[src/rtl/psk_sweep_ctl.sv]
`default_nettype none
// ============================================================================
// Module      : psk_sweep_ctl
// Description : Search scheduler for the PSK correlator pair. Walks the NCO
//               frequency/phase control words over a programmable grid
//               (phase inner, frequency outer). Each grid point clears the
//               correlators, integrates for WIN_LEN cycles and then has its
//               I/Q energy evaluated. The highest-energy point is kept and
//               handed back to the NCOs when the sweep completes.
// Revision    : 1.0 - initial release
// ============================================================================
module psk_sweep_ctl #(
  parameter int unsigned WIN_LEN = 256,
  parameter logic [11:0] FCW_RST = 12'h100
) (
  input  logic        clk,
  input  logic        rst_in,
  input  logic        start,
  input  logic        abort,
  input  logic [11:0] fcw_start,
  input  logic [11:0] fcw_step,
  input  logic [7:0]  fcw_count,
  input  logic [11:0] pcw_step,
  input  logic [3:0]  pcw_count,
  input  logic [7:0]  i_value,
  input  logic [7:0]  q_value,
  output logic [11:0] fcw,
  output logic [11:0] pcw,
  output logic        corr_rst,
  output logic        stb,
  output logic [15:0] energy,
  output logic        busy,
  output logic        done,
  output logic [11:0] best_fcw,
  output logic [11:0] best_pcw,
  output logic [15:0] best_energy
);

  typedef enum logic [2:0] {
    S_IDLE  = 3'd0,
    S_CLEAR = 3'd1,
    S_INTEG = 3'd2,
    S_EVAL  = 3'd3,
    S_STEP  = 3'd4,
    S_DONE  = 3'd5
  } state_t;

  localparam logic [15:0] c_WIN_LAST = 16'(WIN_LEN - 1);

  state_t      r_state;
  state_t      w_next;

  logic [15:0] r_win_cnt;
  logic [7:0]  r_row;
  logic [7:0]  r_row_last;
  logic [3:0]  r_col;
  logic [3:0]  r_col_last;
  logic [11:0] r_fcw_step;
  logic [11:0] r_pcw_step;
  logic        r_first;

  logic [11:0] r_fcw;
  logic [11:0] r_pcw;
  logic        r_stb;
  logic [15:0] r_energy;
  logic [11:0] r_best_fcw;
  logic [11:0] r_best_pcw;
  logic [15:0] r_best_energy;

  logic        w_win_end;
  logic        w_col_more;
  logic        w_row_more;
  logic        w_busy;
  logic        w_done;
  logic        w_corr_rst;
  logic [15:0] w_i16;
  logic [15:0] w_q16;
  logic [15:0] w_ii;
  logic [15:0] w_qq;
  logic [15:0] w_energy;

  assign w_win_end  = (r_win_cnt == c_WIN_LAST);
  // Counters never exceed the latched last index, so inequality means "more to go".
  assign w_col_more = (r_col != r_col_last);
  assign w_row_more = (r_row != r_row_last);

  // Squares of sign-extended samples are non-negative and at most 16384, so the
  // low 16 bits of an unsigned multiply are exact and the sum (<= 32768) fits.
  assign w_i16    = {{8{i_value[7]}}, i_value};
  assign w_q16    = {{8{q_value[7]}}, q_value};
  assign w_ii     = w_i16 * w_i16;
  assign w_qq     = w_q16 * w_q16;
  assign w_energy = w_ii + w_qq;

  // State register.
  always_ff @(posedge clk or negedge rst_in) begin
    if (!rst_in) begin
      r_state <= S_IDLE;
    end else begin
      r_state <= w_next;
    end
  end

  // Next-state and state-decoded outputs; abort overrides every transition.
  always_comb begin
    w_next     = r_state;
    w_busy     = 1'b1;
    w_done     = 1'b0;
    w_corr_rst = 1'b1;
    case (r_state)
      S_IDLE: begin
        w_busy = 1'b0;
        if (start) w_next = S_CLEAR;
      end
      S_CLEAR: w_next = S_INTEG;
      S_INTEG: begin
        w_corr_rst = 1'b0;
        if (w_win_end) w_next = S_EVAL;
      end
      S_EVAL: begin
        // Correlators stay out of clear so the sampled sums are stable.
        w_corr_rst = 1'b0;
        w_next     = S_STEP;
      end
      S_STEP: begin
        if (w_col_more || w_row_more) w_next = S_CLEAR;
        else                          w_next = S_DONE;
      end
      S_DONE: begin
        w_done = 1'b1;
        w_next = S_IDLE;
      end
      default: w_next = S_IDLE;
    endcase
    if (abort && (r_state != S_IDLE)) w_next = S_IDLE;
  end

  // Grid walk, window timing, energy evaluation and best-point tracking.
  always_ff @(posedge clk or negedge rst_in) begin
    if (!rst_in) begin
      r_win_cnt     <= '0;
      r_row         <= '0;
      r_row_last    <= '0;
      r_col         <= '0;
      r_col_last    <= '0;
      r_fcw_step    <= '0;
      r_pcw_step    <= '0;
      r_first       <= 1'b0;
      r_fcw         <= FCW_RST;
      r_pcw         <= '0;
      r_stb         <= 1'b0;
      r_energy      <= '0;
      r_best_fcw    <= '0;
      r_best_pcw    <= '0;
      r_best_energy <= '0;
    end else begin
      r_stb <= 1'b0;
      case (r_state)
        S_IDLE: begin
          if (start) begin
            r_fcw_step <= fcw_step;
            r_pcw_step <= pcw_step;
            r_row_last <= (fcw_count == 8'd0) ? 8'd0 : fcw_count - 8'd1;
            r_col_last <= (pcw_count == 4'd0) ? 4'd0 : pcw_count - 4'd1;
            r_fcw      <= fcw_start;
            r_pcw      <= '0;
            r_row      <= '0;
            r_col      <= '0;
            r_first    <= 1'b1;
          end
        end
        S_CLEAR: r_win_cnt <= '0;
        S_INTEG: r_win_cnt <= r_win_cnt + 16'd1;
        S_EVAL: begin
          if (!abort) begin
            r_stb    <= 1'b1;
            r_energy <= w_energy;
            r_first  <= 1'b0;
            // Strict compare: on a tie the earlier grid point wins.
            if (r_first || (w_energy > r_best_energy)) begin
              r_best_energy <= w_energy;
              r_best_fcw    <= r_fcw;
              r_best_pcw    <= r_pcw;
            end
          end
        end
        S_STEP: begin
          if (!abort) begin
            if (w_col_more) begin
              r_pcw <= r_pcw + r_pcw_step;
              r_col <= r_col + 4'd1;
            end else if (w_row_more) begin
              r_pcw <= '0;
              r_col <= '0;
              r_fcw <= r_fcw + r_fcw_step;
              r_row <= r_row + 8'd1;
            end
          end
        end
        S_DONE: begin
          // Park the NCOs on the winning point.
          if (!abort) begin
            r_fcw <= r_best_fcw;
            r_pcw <= r_best_pcw;
          end
        end
        default: ;
      endcase
    end
  end

  assign fcw         = r_fcw;
  assign pcw         = r_pcw;
  assign corr_rst    = w_corr_rst;
  assign stb         = r_stb;
  assign energy      = r_energy;
  assign busy        = w_busy;
  assign done        = w_done;
  assign best_fcw    = r_best_fcw;
  assign best_pcw    = r_best_pcw;
  assign best_energy = r_best_energy;

endmodule
`default_nettype wire

[config.mk]
export PLATFORM = sky130hd
export DESIGN_NAME = psk_sweep_ctl
export DESIGN_NICKNAME = d
export VERILOG_FILES = /design/src/rtl/psk_sweep_ctl.sv
export SDC_FILE = /design/constraint.sdc
export NUM_CORES = 1
export LEC_CHECK = 0
export BUFFER_PORTS_ARGS = -buffer_cell sky130_fd_sc_hd__buf_2
export CORE_MARGIN = 1
export CORE_UTILIZATION = 30
export CTS_BUF_LIST = sky130_fd_sc_hd__clkbuf_8
export DETAILED_ROUTE_END_ITERATION = 8
export PLACE_DENSITY_LB_ADDON = 0.15
export SLEW_MARGIN = 10
export SYNTH_ARGS = -nofsm -noshare
export SYNTH_HDL_FRONTEND = slang
export SYNTH_SLANG_ARGS = --single-unit
[constraint.sdc]
create_clock -name clk -period 3.08 [get_ports clk]
set_clock_uncertainty 0.1 [all_clocks]
set_input_delay 0.154 -clock clk [delete_from_list [all_inputs] [get_ports clk]]
set_output_delay 0.154 -clock clk [all_outputs]
set_load 0.005 [all_outputs]
==> summary.md, run 1 <==
| Metric | Value |
|---|---|
| Outcome | complete, but fails checks |
| Failing checks | negative setup slack |
| Area grow syn2layout | 34.29% |
| Pins Over Slew Limit | 0 |
| Max Freq | 164.5 MHz |
| Cell taking the most area after synthesis | dfrtp_1 |
| Clock Sinks | 149 |
| Commonest non-fill, non-tap cell in the layout | nand2_1 |
| N_diodes | 0 |
| Seq/Total Area, Yosys | 0.2903 |
| Main flop type after synthesis | dfrtp_1 |
| Max Cap Viol | 0 |
| Met3 Use GR | 0.02570 |
| Routed vias/inst | 4.607 |
| Root Driver | clkbuf_8 |
| Design area | 17,260 um^2 |
| Async SR Flop Fraction | 1.000 |
| Setup crit end kind | flip-flop |
| Simple-gate share of the synthesized area | 0.1473 |
| Wire per inst | 16.32 um |
| Area of placed instances | 15,290 um^2 |
| Final WS setup | -3000 ps |
| Worst reg-to-reg setup slack | 310 ps |
| Period utilization | 1.974 |
| M2 GR Usage | 0.2738 |
| HP Class | input pin to flip-flop |
| Pre-Repair DR Iteration Count | 5 |
| CTS Buf Count | 17 |
| H-tree Lvls | 4 |
| Placer congestion estimate | 0.8313 |
| Adder-Cell Fraction of Synth Area | 0.2721 |
| Die footprint | 43,660 um^2 |
| Gr ovfl total | 0 |
| Mux share of post-synthesis cell area | 0.06232 |
| Die W | 209.0 um |
| Gr busiest metal | met2 |
| Routed WL | 35,830 um |
| IO buf count | 151 |
| Critical path arrival | 6350 ps |
| Initial antenna violation count | 0 |
| Syn Inst Count | 1,298 |
| Synthesized cell area | 12,850 um^2 |
| Crit path kind | input pin to flip-flop |
| Worst Tran Pin Value | 979.4 ps |
| Final min period | 6080 ps |
| Setup crit start kind | input pin |
| Vias in the first global route | 10,490 |
| Crit-path max FO | 8 |
| Syn_nets | 1,577 |
| Synth unique cells | 75 |
| Worst-path clk slew | 90 ps |
| Commonest non-fill, non-tap cells in the layout | nand2_1 (162), dfrtp_1 (148), inv_1 (136), buf_2 (136), buf_4 (119) |
| Post-synthesis compound-gate area fraction | 0.1075 |
| Remaining antenna violation count | 0 |
| Initial DRC Count | 420 |
| Largest cells by area after synthesis | dfrtp_1 (29%), fa_1 (18%), ha_1 (9.4%) |
| Tot GR Track Use | 0.1676 |
| Ys Warns | 0 |
| Via count | 10,110 |
| Die span in y | 209.0 um |
| Crit path required time | 3350 ps |
| Share of layout cells above drive strength 1 | 0.3261 |
| Count of endpoints failing setup in the final report | 52 |
| Yosys top cell area share | 0.2882 |
| Seq cells post-synth | 149 |
| Post-DP HPWL | 26,920 um |
| I/O pin count | 152 |
| EDFF count, synth | 0 |
| Met1 usage | 0.2339 |
| Combinational family with the most area after synthesis | adder cells |
| Core ar. | 42,130 um^2 |
| Row count | 75 |
| Slew margin rel. | 0.3463 |
| Unrepaired setup endpoints after global routing | true |
| Fin. Hold Viols | 0 |
| DRC Markers | 0 |
| Worst skew pair latency | 490 ps |
| Max Root-Sink Buffers | 2 |
| Nets | 1,922 |
| Hold_ws | 36.11 ps |
| Pin count of the biggest net entering global routing | 65 |
| First-pass GRT wire length | 57,410 um |
| Starting Density | 0.3050 |
| TritonCTS clock tree | yes |
| Syn Area/Cell | 9.900 um^2 |
| Xor and xnor fraction of the mapped netlist area | 0.05180 |
==> synth_stat cells, types with 12 or more instances <==
cell,count
o21ai_1,17
nand3_1,14
a21oi_1,37
buf_2,12
a21o_1,18
dfrtp_1,148
mux2_4,39
fa_1,114
clkbuf_1,21
and3_1,16
xnor2_1,59
and2_1,38
xor2_1,17
ha_1,97
nand4_1,15
o21ai_0,51
nor2b_1,23
nor2_1,55
inv_1,163
nor3_1,12
nand2_1,175
==> per-layer routing <==
metal	wire, um	up-vias
met5	0	-
met4	419	0
met3	866	21
met2	16830	146
met1	17710	4971
li1	-	4974
==> flip-flops by register name, indices dropped and copies added, names as in the netlist <==
signal / count
best_energy: 16
energy: 16
r_win_cnt: 16
best_fcw: 12
best_pcw: 12
fcw: 12
pcw: 12
r_fcw_step: 12
r_pcw_step: 12
r_row: 8
r_row_last: 8
r_col: 4
r_col_last: 4
r_state: 3
r_first: 1
stb: 1
==> path summary, 6_finish.rpt <==
kind                          startpoint               to  depth (start not counted)
min in group asynchronous         rst_in      best_fcw[4]                          2
max in group asynchronous         rst_in       energy[13]                          3
max                           i_value[2]  best_energy[15]                         27
min reg2reg                    energy[1]        energy[1]                          2
min                        fcw_start[10]          fcw[10]                          5
max reg2reg                       fcw[0]          fcw[10]                          9
==> worst max-delay path: stages <==
cell	delay, ps
buf_8	110
buf_4	120
and2_4	160
fa_1	490
fa_1	510
inv_2	40
fa_1	530
inv_2	50
fa_1	450
fa_1	490
inv_1	50
fa_1	510
inv_2	50
ha_4	170
o41ai_4	400
inv_1	100
a21oi_2	180
xnor2_2	80
ha_1	300
nand4_1	100
nor2_2	130
o221ai_2	90
and4b_1	210
a21oi_4	200
buf_6	180
clkbuf_16	190
mux2_4	300
==> cell families (layout without fill, tap and decap cells) <==
group	Yosys count	count (layout)
flops	149	149
buf+inv	207	564
xor+xnor	76	76
fa+ha+maj	211	211
simple gates	389	390
mux	59	59
compound gates	207	207
==> stage by stage <==
stage,std cells,worst slack [ps],util,TNS [ps]
after floorplan,1298,-3224,-,-145730
after global placement,2072,-3630,0.3628,-169050
after detailed placement,2072,-3711,0.3628,-172380
after CTS,2174,-2998,0.3993,-133250
after global routing,2195,-3227,0.4096,-145410
final,2195,-3000,0.4096,-134490
==> repair_timing <==
item	4_1_cts	5_1_grt
endpoints found under the hold margin	102	0
pin swaps	67	31
endpoints found under the setup margin	52	53
buffers inserted	15	24
gates resized for setup	100	69
gates cloned	3	3
hold buffers	55	0
==> final cells by class <==
| class | instances | area (um^2) |
|---|---|---|
| well taps | 539 | 674.4 |
| repair buffers | 369 | 2933 |
| clock buffers | 19 | 261.5 |
| inverters | 163 | 614.3 |
| clock inverters | 13 | 123.9 |
| flip-flops and latches | 149 | 3730 |
| fillers | 4131 | 24880 |
| multi-input cells | 943 | 8920 |
Power of run 1 is left out: the tool's default activity adds up to more than one toggle a clock period on the data nets, which glitch-free logic cannot reach.
==> inputs of run 2 (changes only) <==
--- a/config.mk
+++ b/config.mk
@@ -7,7 +7,7 @@
 export LEC_CHECK = 0
 export BUFFER_PORTS_ARGS = -buffer_cell sky130_fd_sc_hd__buf_2
 export CORE_MARGIN = 1
-export CORE_UTILIZATION = 30
+export CORE_UTILIZATION = 58
 export CTS_BUF_LIST = sky130_fd_sc_hd__clkbuf_8
 export DETAILED_ROUTE_END_ITERATION = 8
 export PLACE_DENSITY_LB_ADDON = 0.15
==> run 2 against run 1 <==
The run ends with design-rule violations, negative setup slack left. First-iteration DRC count up 48%. Register-to-register slack got worse by 80 ps. Global-route usage is 13 points higher. Final area shrank 3.5%. Clock-buffer cell count decreased by 2. Non-clock buffer count decreased by 18. Setup slack worse by 130 ps. Via count is 2.4% higher. Hold slack better by 70 ps. Die area decreased by 48%. Critical endpoint is now best_pcw[7].
==> summary.md, run 2 (same netlist as run 1, synthesis figures left out) <==
| Metric | Value |
|---|---|
| Outcome | complete, but fails checks |
| Failing checks | design-rule violations, negative setup slack |
| Area grow syn2layout | 29.61% |
| Max Root-Sink Buffers | 2 |
| Tot GR Track Use | 0.2927 |
| Commonest non-fill, non-tap cells in the layout | nand2_1 (161), dfrtp_1 (148), inv_1 (141) |
| Cell depth of the worst flop-to-flop path | 9 |
| Remaining antenna violation count | 0 |
| Initial DRC Count | 621 |
| Hold Path Depth | 5 |
| First-pass GRT wire length | 51,560 um |
| Nets | 1,903 |
| Pre-Repair DR Iteration Count | 8 |
| Period utilization | 2.017 |
| Crit path kind | input pin to flip-flop |
| Setup crit start kind | input pin |
| Die footprint | 22,750 um^2 |
| Share of layout cells above drive strength 1 | 0.3128 |
| Worst reg-to-reg setup slack | 230 ps |
| Routed vias/inst | 5.404 |
| I/O pin count | 152 |
| Pins Over Slew Limit | 0 |
| Most frequent CP cell | fa_1 |
| Placer congestion estimate | 0.8586 |
| Worst Tran Pin Value | 770.0 ps |
| Setup crit end kind | flip-flop |
| Die span in y | 150.8 um |
| Post-DP HPWL | 23,140 um |
| RR Endpoint | fcw[10] |
| Count of endpoints failing setup in the final report | 52 |
| Final WS setup | -3131 ps |
| Pin count of the biggest net entering global routing | 80 |
| Worst-path clk slew | 80 ps |
| Final min period | 6211 ps |
| Initial antenna violation count | 0 |
| DRC Markers | 1 |
| N_diodes | 0 |
| Vias in the first global route | 10,540 |
| Core ar. | 21,760 um^2 |
| Hold EP | fcw[10] |
| Fill cells | 1,419 |
| CP delay by family, top | adder cells |
| H-tree Lvls | 4 |
| Die W | 150.8 um |
| Worst path slowest cell | fa_1 |
| Max Cap Viol | 0 |
| Via count | 10,360 |
| Root Driver | clkbuf_8 |
| TritonCTS clock tree | yes |
| Crit-path max FO | 5 |
| Crit Reg-Reg Startpoint | fcw[0] |
| CP bufs+invs | 9 |
| Min-delay src | fcw_start[10] |
| Worst path max stage delay | 560 ps |
| Max Freq | 161.0 MHz |
| Fin. Hold Viols | 0 |
| CTS Buf Count | 17 |
| HP Class | input pin to flip-flop |
| Starting Density | 0.5906 |
| Routed WL | 31,790 um |
| Clock Sinks | 149 |
| Final TNS setup | -141,860 ps |
| Critical path arrival | 6470 ps |
| Wire per inst | 16.58 um |
| Row count | 54 |
| Worst skew pair latency | 470 ps |
| Gr ovfl total | 0 |
| Unrepaired setup endpoints after global routing | true |
| Commonest non-fill, non-tap cell in the layout | nand2_1 |
| IO buf count | 151 |
| Crit path required time | 3330 ps |
| Slew margin rel. | 0.4861 |
-- run 2: what timing repair did --
item                       CTS  global route
hold buffers                54             0
setup endpoints to repair   52            52
pin swaps                   87            24
hold endpoints to repair   124             0
resized for setup           93            40
buffers inserted            15             7
cloned                       2             1
-- run 2: worst max-delay path by stage --
stage               startpoint         endpoint  slack [ps]  cells after the start
floorplan           i_value[1]   best_energy[0]       -3220                     27
global placement    i_value[5]      best_fcw[6]       -3530                     29
detailed placement  i_value[1]  best_energy[15]       -3710                     28
CTS                 i_value[0]  best_energy[12]       -3070                     28
global route        i_value[5]  best_energy[13]       -3300                     29
finish              i_value[5]      best_pcw[7]       -3130                     29
-- run 2: stage by stage --
stage | util | hold slack (ps) | cells | setup WS [ps] | cell area [um^2]
4_1_cts | 0.7537 | 71.21 | 1911 | -3075 | 16400
3_3_place_gp | 0.6871 | 139.2 | 1811 | -3528 | 14950
6_report | 0.7655 | 105.7 | 1917 | -3131 | 16650
2_1_floorplan | - | -241.6 | 1298 | -3224 | 13150
5_1_grt | 0.7655 | 175.1 | 1917 | -3295 | 16650
3_5_place_dp | 0.6871 | 140.5 | 1811 | -3706 | 14950
-- run 2: layer usage --
metal / wire length (um) / part of all wire / global-route usage / vias to the layer above
met3: 1462 / 0.046 / 0.04518 / 45
met1: 14160 / 0.45 / 0.4067 / 5093
met2: 15430 / 0.49 / 0.4716 / 286
met5: 0 / 0 / 0 / -
li1: - / - / - / 4935
met4: 734 / 0.023 / 0.09300 / 0
-- run 2: cell type report --
class	count	area (um^2)	share of cell area
clock inverters	15	165.2	0.009917
flip-flops and latches	149	3730	0.2240
multi-input cells	942	8838	0.5307
repair buffers	351	2715	0.1630
clock buffers	17	234.0	0.01405
well taps	280	350.3	0.02104
inverters	163	621.8	0.03734
-- run 2: worst min-delay path, cell delays in order --
cell	delay, ps
buf_2	90
nand2_1	50
nand2_1	120
o21ai_0	90
o22ai_1	120
Power of run 2 is left out for the same reason.
==> inputs of run 3 (changes only) <==
--- a/config.mk
+++ b/config.mk
@@ -7,7 +7,7 @@
 export LEC_CHECK = 0
 export BUFFER_PORTS_ARGS = -buffer_cell sky130_fd_sc_hd__buf_2
 export CORE_MARGIN = 1
-export CORE_UTILIZATION = 58
+export CORE_UTILIZATION = 52
 export CTS_BUF_LIST = sky130_fd_sc_hd__clkbuf_8
 export DETAILED_ROUTE_END_ITERATION = 8
 export PLACE_DENSITY_LB_ADDON = 0.15
==> run 3 against run 2 <==
The run ends with negative setup slack left. Clock-buffer cell count up 1. Register-to-register slack worse by 30 ps. Highest routed layer unchanged. Setup slack lost 30 ps. Final area is 1.2% higher.
==> summary.md, run 3 (same netlist as run 1, synthesis figures left out) <==
| Metric | Value |
|---|---|
| Routed WL | 32,830 um |
| Unrepaired setup endpoints after global routing | true |
| Final min period | 6241 ps |
| Setup crit start kind | input pin |
| Worst skew pair latency | 460 ps |
| Post-DP HPWL | 23,770 um |
| Initial antenna violation count | 1 |
| Slew margin rel. | 0.3488 |
| Root Driver | clkbuf_8 |
| Crit Reg-Reg Startpoint | fcw[0] |
| Worst-path clk slew | 80 ps |
| CTS Buf Count | 17 |
| Failing checks | negative setup slack |
| Worst path slowest cell | fa_1 |
| DRC Markers | 0 |
| Final instance count without filler cells | 1,965 |
| Pre-CTS setup slack | -3749 ps |
| HP Class | input pin to flip-flop |
| Min-delay src | fcw_start[10] |
| Period utilization | 2.026 |
| Pin count of the biggest net entering global routing | 70 |
| Die span in y | 159.2 um |
| I/O pin count | 152 |
| Count of endpoints failing setup in the final report | 52 |
| Initial DRC Count | 690 |
| Max Root-Sink Buffers | 2 |
| IO buf count | 151 |
| TritonCTS clock tree | yes |
| Pins Over Slew Limit | 0 |
| Commonest non-fill, non-tap cell in the layout | nand2_1 |
| Die footprint | 25,340 um^2 |
| Routed vias/inst | 5.304 |
| Final WS setup | -3161 ps |
| Max Cap Viol | 0 |
| Wire per inst | 16.71 um |
| Worst Tran Pin Value | 975.7 ps |
| Outcome | complete, but fails checks |
| Critical path arrival | 6480 ps |
| Most frequent CP cell | fa_1 |
| Fill cells | 1,867 |
| Fin. Hold Viols | 0 |
| Nets | 1,907 |
| Crit path from | i_value[6] |
| Row count | 57 |
| Via count | 10,420 |
| Crit-path max FO | 6 |
| First-pass GRT wire length | 53,780 um |
| Clock Sinks | 149 |
| Area grow syn2layout | 31.17% |
| Starting Density | 0.5299 |
| Die W | 159.2 um |
| Setup crit end kind | flip-flop |
| Crit path kind | input pin to flip-flop |
| Max Freq | 160.2 MHz |
| Placer congestion estimate | 0.8556 |
| Tot GR Track Use | 0.2662 |
| Core ar. | 24,250 um^2 |
| Worst path max stage delay | 510 ps |
| Crit path required time | 3320 ps |
| Commonest non-fill, non-tap cells in the layout | nand2_1 (162), dfrtp_1 (148), inv_1 (138) |
| Vias in the first global route | 10,680 |
| Remaining antenna violation count | 0 |
| Pre-Repair DR Iteration Count | 5 |
| Cells after DPL | 1,854 |
| Share of layout cells above drive strength 1 | 0.3171 |
| Gr ovfl total | 0 |
| H-tree Lvls | 4 |
[run 3: worst max-delay path, delay by kind of cell]
family	cells	cell delay (ps)
buffers and inverters	9	750
AND/OR/NAND/NOR	4	670
adder cells (fa/ha/maj)	8	3420
XOR/XNOR	1	90
AO/OA/AOI/OAI	6	1100
multiplexers	1	290
[run 3: routing by layer]
layer  GRT usage  routed length, um  up-vias  part of all wire
met5           0                  0        -                 0
met4     0.06862                590        0             0.018
met3     0.04663               1559       42             0.047
met2      0.4432              16010      272              0.49
met1      0.3607              14670     5168              0.45
li1            -                  -     4940                 -
[run 3: timing repair]
item,in CTS,in global routing
gates resized for setup,98,66
hold buffers,53,0
endpoints found under the hold margin,114,0
pin swaps,68,61
setup endpoints to repair,52,53
gates cloned,4,2
setup buffers,37,16
[run 3: area by class of cell]
type	count	area, um^2	share of cell area
timing repair buffer	354	2806	0.1665
sequential	149	3730	0.2213
antenna	1	2.502	0.0001485
clock buffer	18	247.7	0.01470
inverter	163	619.3	0.03675
tap	324	405.4	0.02405
multi-input combinational	943	8861	0.5257
clock inverter	13	182.7	0.01084
[run 3: stage by stage]
step | setup TNS [ps] | hold WS, ps | utilization | cell area (um^2)
floorplan | -145730 | -241.6 | - | 13150
global placement | -166040 | 92.91 | 0.6169 | 14960
detailed placement | -173390 | 90.39 | 0.6169 | 14960
CTS | -135960 | 43.57 | 0.6841 | 16590
global route | -150890 | 122.9 | 0.6951 | 16850
finish | -140700 | 73.14 | 0.6951 | 16850
[run 3: path summary, 6_finish.rpt]
path | endpoint | slack [ps] | depth (start not counted)
max in group asynchronous | fcw[8] | 1820 | 3
max | best_fcw[6] | -3160 | 29
min | fcw[10] | 70 | 5
min reg2reg | energy[7] | 380 | 2
min in group asynchronous | energy[6] | 150 | 2
max reg2reg | fcw[10] | 200 | 9
Power of run 3 is left out for the same reason.
